[config.mk]
export PLATFORM = sky130hd
export DESIGN_NAME = arb_requester
export DESIGN_NICKNAME = d
export VERILOG_FILES = /design/src/rtl/arb_requester.sv
export SDC_FILE = /design/constraint.sdc
export NUM_CORES = 1
export LEC_CHECK = 0
export CAP_MARGIN = 20
export CORE_MARGIN = 3
export CORE_UTILIZATION = 39
export DETAILED_ROUTE_END_ITERATION = 7
export SETUP_SLACK_MARGIN = 0.4
export SLEW_MARGIN = 15
export SYNTH_ARGS = -nofsm -noshare
export SYNTH_HDL_FRONTEND = slang
export SYNTH_SLANG_ARGS = --single-unit
[constraint.sdc]
create_clock -name clk -period 5.2 [get_ports clk]
set_input_delay 1.04 -clock clk [delete_from_list [all_inputs] [get_ports clk]]
set_output_delay 1.04 -clock clk [all_outputs]
set_load 0.02 [all_outputs]
[src/rtl/arb_requester.sv]
// Requester-side agent for the arb_if request/grant protocol.
// Each channel accepts a job (beats-1), raises request until granted, streams the burst while
// the grant is held, then keeps request low for MIN_GAP cycles before it can accept again.
// Illegal grants (multi-hot, or aimed at an idle/settled channel) set a sticky proto_err_o.
// Optional feature: define REQ_TIMEOUT_EN to abandon jobs that wait TIMEOUT cycles in REQ.
module arb_requester #(
   parameter int unsigned NUM_REQ = 2,
   parameter int unsigned LEN_W   = 4,
   parameter int unsigned MIN_GAP = 1,
   parameter int unsigned TIMEOUT = 16
) (
   input  logic                       clk,
   input  logic                       rst,
   input  logic [NUM_REQ-1:0]         job_valid_i,
   input  logic [NUM_REQ*LEN_W-1:0]   job_len_i,
   output logic [NUM_REQ-1:0]         job_ready_o,
   output logic [NUM_REQ-1:0]         request_o,
   input  logic [NUM_REQ-1:0]         grant_i,
   output logic [NUM_REQ-1:0]         beat_en_o,
   output logic [NUM_REQ-1:0]         done_o,
   output logic                       proto_err_o,
   output logic [NUM_REQ-1:0]         timeout_err_o
);

   typedef enum logic [1:0] {StIdle, StReq, StBusy, StGap} state_e;

   localparam int unsigned GapW = (MIN_GAP > 1) ? $clog2(MIN_GAP) : 1;

   if (NUM_REQ < 1 || MIN_GAP < 1 || TIMEOUT < 1) begin : g_param_err
      $error("arb_requester: NUM_REQ, MIN_GAP and TIMEOUT must all be >= 1");
   end

   state_e             state_q [NUM_REQ];
   state_e             state_d [NUM_REQ];
   logic [LEN_W-1:0]   rem_q   [NUM_REQ];
   logic [LEN_W-1:0]   rem_d   [NUM_REQ];
   logic [GapW-1:0]    gap_q   [NUM_REQ];
   logic [GapW-1:0]    gap_d   [NUM_REQ];
   logic [NUM_REQ-1:0] request_q, request_d;
   logic               proto_err_q, proto_err_d;
   logic [NUM_REQ-1:0] timed_out;
   logic               multi_hot;

   // Clearing the lowest set bit leaves something only if more than one bit was set.
   assign multi_hot = |(grant_i & (grant_i - NUM_REQ'(1)));

`ifdef REQ_TIMEOUT_EN
   localparam int unsigned WaitW = (TIMEOUT > 1) ? $clog2(TIMEOUT) : 1;

   logic [WaitW-1:0]   wait_q [NUM_REQ];
   logic [WaitW-1:0]   wait_d [NUM_REQ];
   logic [NUM_REQ-1:0] tout_q, tout_d;

   // Count ungranted REQ cycles; held at zero elsewhere so every entry to REQ starts fresh.
   always_comb begin
      tout_d    = tout_q;
      timed_out = '0;
      for (int i = 0; i < NUM_REQ; i++) begin
         wait_d[i] = '0;
         if (state_q[i] == StReq && !grant_i[i]) begin
            if (wait_q[i] == WaitW'(TIMEOUT - 1)) begin
               timed_out[i] = 1'b1;
            end else begin
               wait_d[i] = wait_q[i] + WaitW'(1);
            end
         end
      end
      tout_d = tout_q | timed_out;
   end

   // Wait counters and sticky timeout flags.
   always_ff @(posedge clk or posedge rst) begin
      if (rst) begin
         tout_q <= '0;
         for (int i = 0; i < NUM_REQ; i++) begin
            wait_q[i] <= '0;
         end
      end else begin
         tout_q <= tout_d;
         for (int i = 0; i < NUM_REQ; i++) begin
            wait_q[i] <= wait_d[i];
         end
      end
   end

   assign timeout_err_o = tout_q;
`else
   assign timed_out     = '0;
   assign timeout_err_o = '0;
`endif

   // Per-channel next state, remaining-beat and gap counters, and grant legality.
   always_comb begin
      proto_err_d = proto_err_q | multi_hot;
      request_d   = '0;
      for (int i = 0; i < NUM_REQ; i++) begin
         state_d[i] = state_q[i];
         rem_d[i]   = rem_q[i];
         gap_d[i]   = gap_q[i];
         unique case (state_q[i])
            StIdle: begin
               if (grant_i[i]) begin
                  proto_err_d = 1'b1;
               end
               if (job_valid_i[i]) begin
                  state_d[i] = StReq;
                  rem_d[i]   = job_len_i[i*LEN_W +: LEN_W];
               end
            end
            StReq: begin
               if (grant_i[i]) begin
                  state_d[i] = StBusy;
               end else if (timed_out[i]) begin
                  state_d[i] = StGap;
                  gap_d[i]   = '0;
               end
            end
            StBusy: begin
               if (grant_i[i]) begin
                  if (rem_q[i] == '0) begin
                     state_d[i] = StGap;
                     gap_d[i]   = '0;
                  end else begin
                     rem_d[i] = rem_q[i] - LEN_W'(1);
                  end
               end else begin
                  // Preempted: keep the remaining count and re-request.
                  state_d[i] = StReq;
               end
            end
            StGap: begin
               // The arbiter gets the first gap cycle to withdraw its grant.
               if (grant_i[i] && gap_q[i] != '0) begin
                  proto_err_d = 1'b1;
               end
               if (gap_q[i] == GapW'(MIN_GAP - 1)) begin
                  state_d[i] = StIdle;
               end else begin
                  gap_d[i] = gap_q[i] + GapW'(1);
               end
            end
            default: state_d[i] = StIdle;
         endcase
         request_d[i] = (state_d[i] == StReq) || (state_d[i] == StBusy);
      end
   end

   // State, counters, registered request and sticky protocol error.
   always_ff @(posedge clk or posedge rst) begin
      if (rst) begin
         request_q   <= '0;
         proto_err_q <= 1'b0;
         for (int i = 0; i < NUM_REQ; i++) begin
            state_q[i] <= StIdle;
            rem_q[i]   <= '0;
            gap_q[i]   <= '0;
         end
      end else begin
         request_q   <= request_d;
         proto_err_q <= proto_err_d;
         for (int i = 0; i < NUM_REQ; i++) begin
            state_q[i] <= state_d[i];
            rem_q[i]   <= rem_d[i];
            gap_q[i]   <= gap_d[i];
         end
      end
   end

   // Outputs decoded from state; beats only happen while BUSY and granted.
   always_comb begin
      job_ready_o = '0;
      beat_en_o   = '0;
      done_o      = '0;
      for (int i = 0; i < NUM_REQ; i++) begin
         job_ready_o[i] = (state_q[i] == StIdle);
         beat_en_o[i]   = (state_q[i] == StBusy) && grant_i[i];
         done_o[i]      = (state_q[i] == StBusy) && grant_i[i] && (rem_q[i] == '0);
      end
   end

   assign request_o   = request_q;
   assign proto_err_o = proto_err_q;

endmodule
==> summary.txt <==
Run status
  • Status: completed

Clock tree
  • Post-cts hold buffer count: 0
  • CTS tree: done
  • Num Clock Sinks: 15
  • Max Root-Sink Buffers: 2
  • Num CTS Buffers: 3
  • H-tree depth: 1
  • Clock Latency Late Sink: 0.29 ns
  • Reg clk slew, reported paths: 0.09 ns
  • Clock root cell: clkbuf_4
  • Post-CTS Resized: 0
  • Post CTS Setup Buffer Count: 0

Worst setup path
  • Reg-to-Reg End: rem_q[3]
  • Reg2Reg Depth: 6
  • Crit path max-delay cell type: clkdlybuf4s50_1
  • Setup crit end kind: output pin
  • Crit-path max cell delay: 0.60 ns
  • Worst Path Buf+Inv: 2
  • Cell repeated most along the worst path: clkdlybuf4s50_1
  • CP Max Fanout: 7
  • CP top delay family: buffers and inverters
  • WP data required: 4.16 ns
  • WP data arrival: 2.56 ns
  • Critical path type: in2out
  • Worst reg-to-reg setup slack: 3.18 ns
  • Cell Chain, Critical Path: clkdlybuf4s50_1, and2_2, and2_1, clkdlybuf4s50_1
  • Element type at the critical path start: input pin
  • R2R Path Start: state_q[0]

Global routing
  • Total gr overflow: 0
  • Grt met3 use: 4.39%
  • Largest net degree at the start of global routing: 16
  • M1 GR Usage: 17.6%
  • Vias in the first global route: 843
  • GR peak layer: met2
  • First-pass GRT wire length: 3620 um
  • Initial antenna violation count: 0
  • Met2 Resource Use GR: 22.0%
  • Total global-route track usage: 13.8%

Floorplanning
  • Die X: 58.4 um
  • I/O pins: 25
  • Die area: 0.00341 mm2
  • Die Y: 58.4 um
  • Row count: 18
  • Initial core utilization: 42.1%
  • Core area: 0.00254 mm2

Synth
  • Synth top area share: 35.0%
  • Sequential element share of the synthesized area: 35.0%
  • Syn_area_per_cell: 8.94 um2
  • Top_reg_cell synth: dfrtp_1
  • Cell taking the most area after synthesis: dfrtp_1
  • Synth top cells by count: dfrtp_1 (15), inv_1 (15), ha_1 (10)
  • EDFF count, synth: 0
  • Flops & latches, synth: 15
  • Top area cells in the synthesized netlist: dfrtp_1 (35%), ha_1 (12%), inv_1 (5.3%)
  • Synth Instances: 120
  • Yosys Warn Count: 0
  • Distinct cells, synth: 41
  • Area of the mapped netlist: 0.00107 mm2
  • Ys async rst share: 100%

Placed design
  • Post-DP Area: 0.00130 mm2
  • Routability Congestion: 0.782
  • PortBufs: 22
  • Pre-CTS setup slack: 1.60 ns
  • Post-DP HPWL: 1620 um

Worst hold path
  • HP Class: reg2reg
  • Hold Path End: proto_err_o
  • Hold Path Depth: 1
  • Hold Crit Start: proto_err_o

Power and ir drop
  • Leak Pwr: 0.593 nW
  • VDD IR max: 0.275 mV
  • Pwr/cell area: 541 mW/mm2

Layout
  • Multi-input logic area: 612 um2
  • Flip-flop and latch area: 375 um2
  • Core Util, Final: 52.2%
  • Antenna diode count: 0
  • Fill cell count: 248
  • Final nets: 166
  • Layout area overhead: 23.8%
  • Final instance area: 0.00133 mm2
  • Layout cell share with drive strength beyond 1: 5.67%

Route
  • Routed WL: 2080 um
  • Vias/cell: 5.15
  • Initial DRT Pass Iterations: 4
  • Routed length per instance: 12.2 um
  • Final antenna-violating net count: 0
  • DRC viols: 0
  • Routed vias: 880
  • 1st-iter DRT viols: 26

STA
  • Achievable frequency: 0.278 GHz
  • Final Hold Slack: 0.494 ns
  • Slew headroom: 61.4%
  • Clk_skew: 0.0112 ns
  • Slew Limit Fails: 0
  • Fin crit period: 3.60 ns
  • Final setup violation count: 0
  • RSZ-0062 raised after global routing: false
  • Setup_tns: 0 ns
  • PnR worst setup slack: 1.60 ns
  • Worst slew pin tran: 0.578 ns
  • Final-report hold violation count: 0
  • Final worst path period share: 69.2%

Job
  • Max-cap violations: 0
## how the worst max path moves through the flow
stage | startpoint | endpoint | cells after the start
floorplan | grant_i[1] | done_o[1] | 2
global placement | grant_i[1] | done_o[1] | 4
detailed placement | grant_i[1] | done_o[1] | 4
CTS | grant_i[1] | done_o[1] | 4
global route | grant_i[1] | done_o[1] | 4
finish | grant_i[1] | done_o[1] | 4
## metrics by stage
stage / total power [mW] / std cells
5_1_grt: 0.794 / 171
3_3_place_gp: 0.641 / 167
3_5_place_dp: 0.654 / 167
4_1_cts: 0.726 / 171
2_1_floorplan: 0.540 / 121
6_report: 0.718 / 171
## flip-flops by register name, indices dropped and copies added, names as in the netlist
| register | cells |
|---|---|
| state_q | 4 |
| proto_err_o | 1 |
| rem_q | 8 |
| request_o | 2 |
## kinds of logic after synthesis
kind of cell               after synthesis  share of synthesized area (%)
adders and majority gates               10                           11.7
other                                    1                          0.350
AOI/OAI and AO/OA                       32                           21.4
xor gates and xnor gates                 2                           1.63
buffers and inverters                   21                           8.28
muxes                                    2                           2.22
and+or+nand+nor                         37                           19.5
DFF                                     15                           35.0
## per-layer routing
metal / wire length [um] / part of all wire, %
met5: 0 / 0
met1: 1020 / 49
met3: 105 / 5.0
met4: 26 / 1.2
met2: 934 / 45
## cells in the final DEF (no fill, tap or decap), types with 2 or more instances in the layout
| cell | n |
|---|---|
| dfrtp_1 | 15 |
| nor2b_1 | 4 |
| o21ai_0 | 5 |
| conb_1 | 2 |
| and2_1 | 2 |
| clkbuf_4 | 3 |
| nor2_1 | 7 |
| a21o_1 | 2 |
| nand2b_1 | 2 |
| a211o_1 | 2 |
| clkdlybuf4s50_1 | 22 |
| a21oi_1 | 4 |
| nand3_1 | 2 |
| a211oi_1 | 2 |
| nor4_1 | 2 |
| o31ai_1 | 3 |
| nor3_1 | 3 |
| inv_1 | 15 |
| ha_1 | 10 |
| nand2_1 | 6 |
| nand3b_1 | 2 |
| o22ai_1 | 2 |
| nor3b_1 | 2 |
| a31oi_1 | 2 |
| o22a_1 | 4 |
| xor2_1 | 2 |
## where the power goes
part | leakage (nW) | total [mW] | internal [mW] | switching (mW)
clock | 0.0150 | 0.0673 | 0.0298 | 0.0375
combinational | 0.402 | 0.427 | 0.198 | 0.229
sequential | 0.177 | 0.224 | 0.174 | 0.0503
total | 0.593 | 0.718 | 0.402 | 0.317
## cell type report
cell class	count	share of cell area [%]
clock buffer	4	1.98
tap	30	2.83
sequential	15	28.3
multi-input combinational	85	46.1
inverter	15	4.24
timing repair buffer	22	16.6
(Power assumes the default switching activity.)
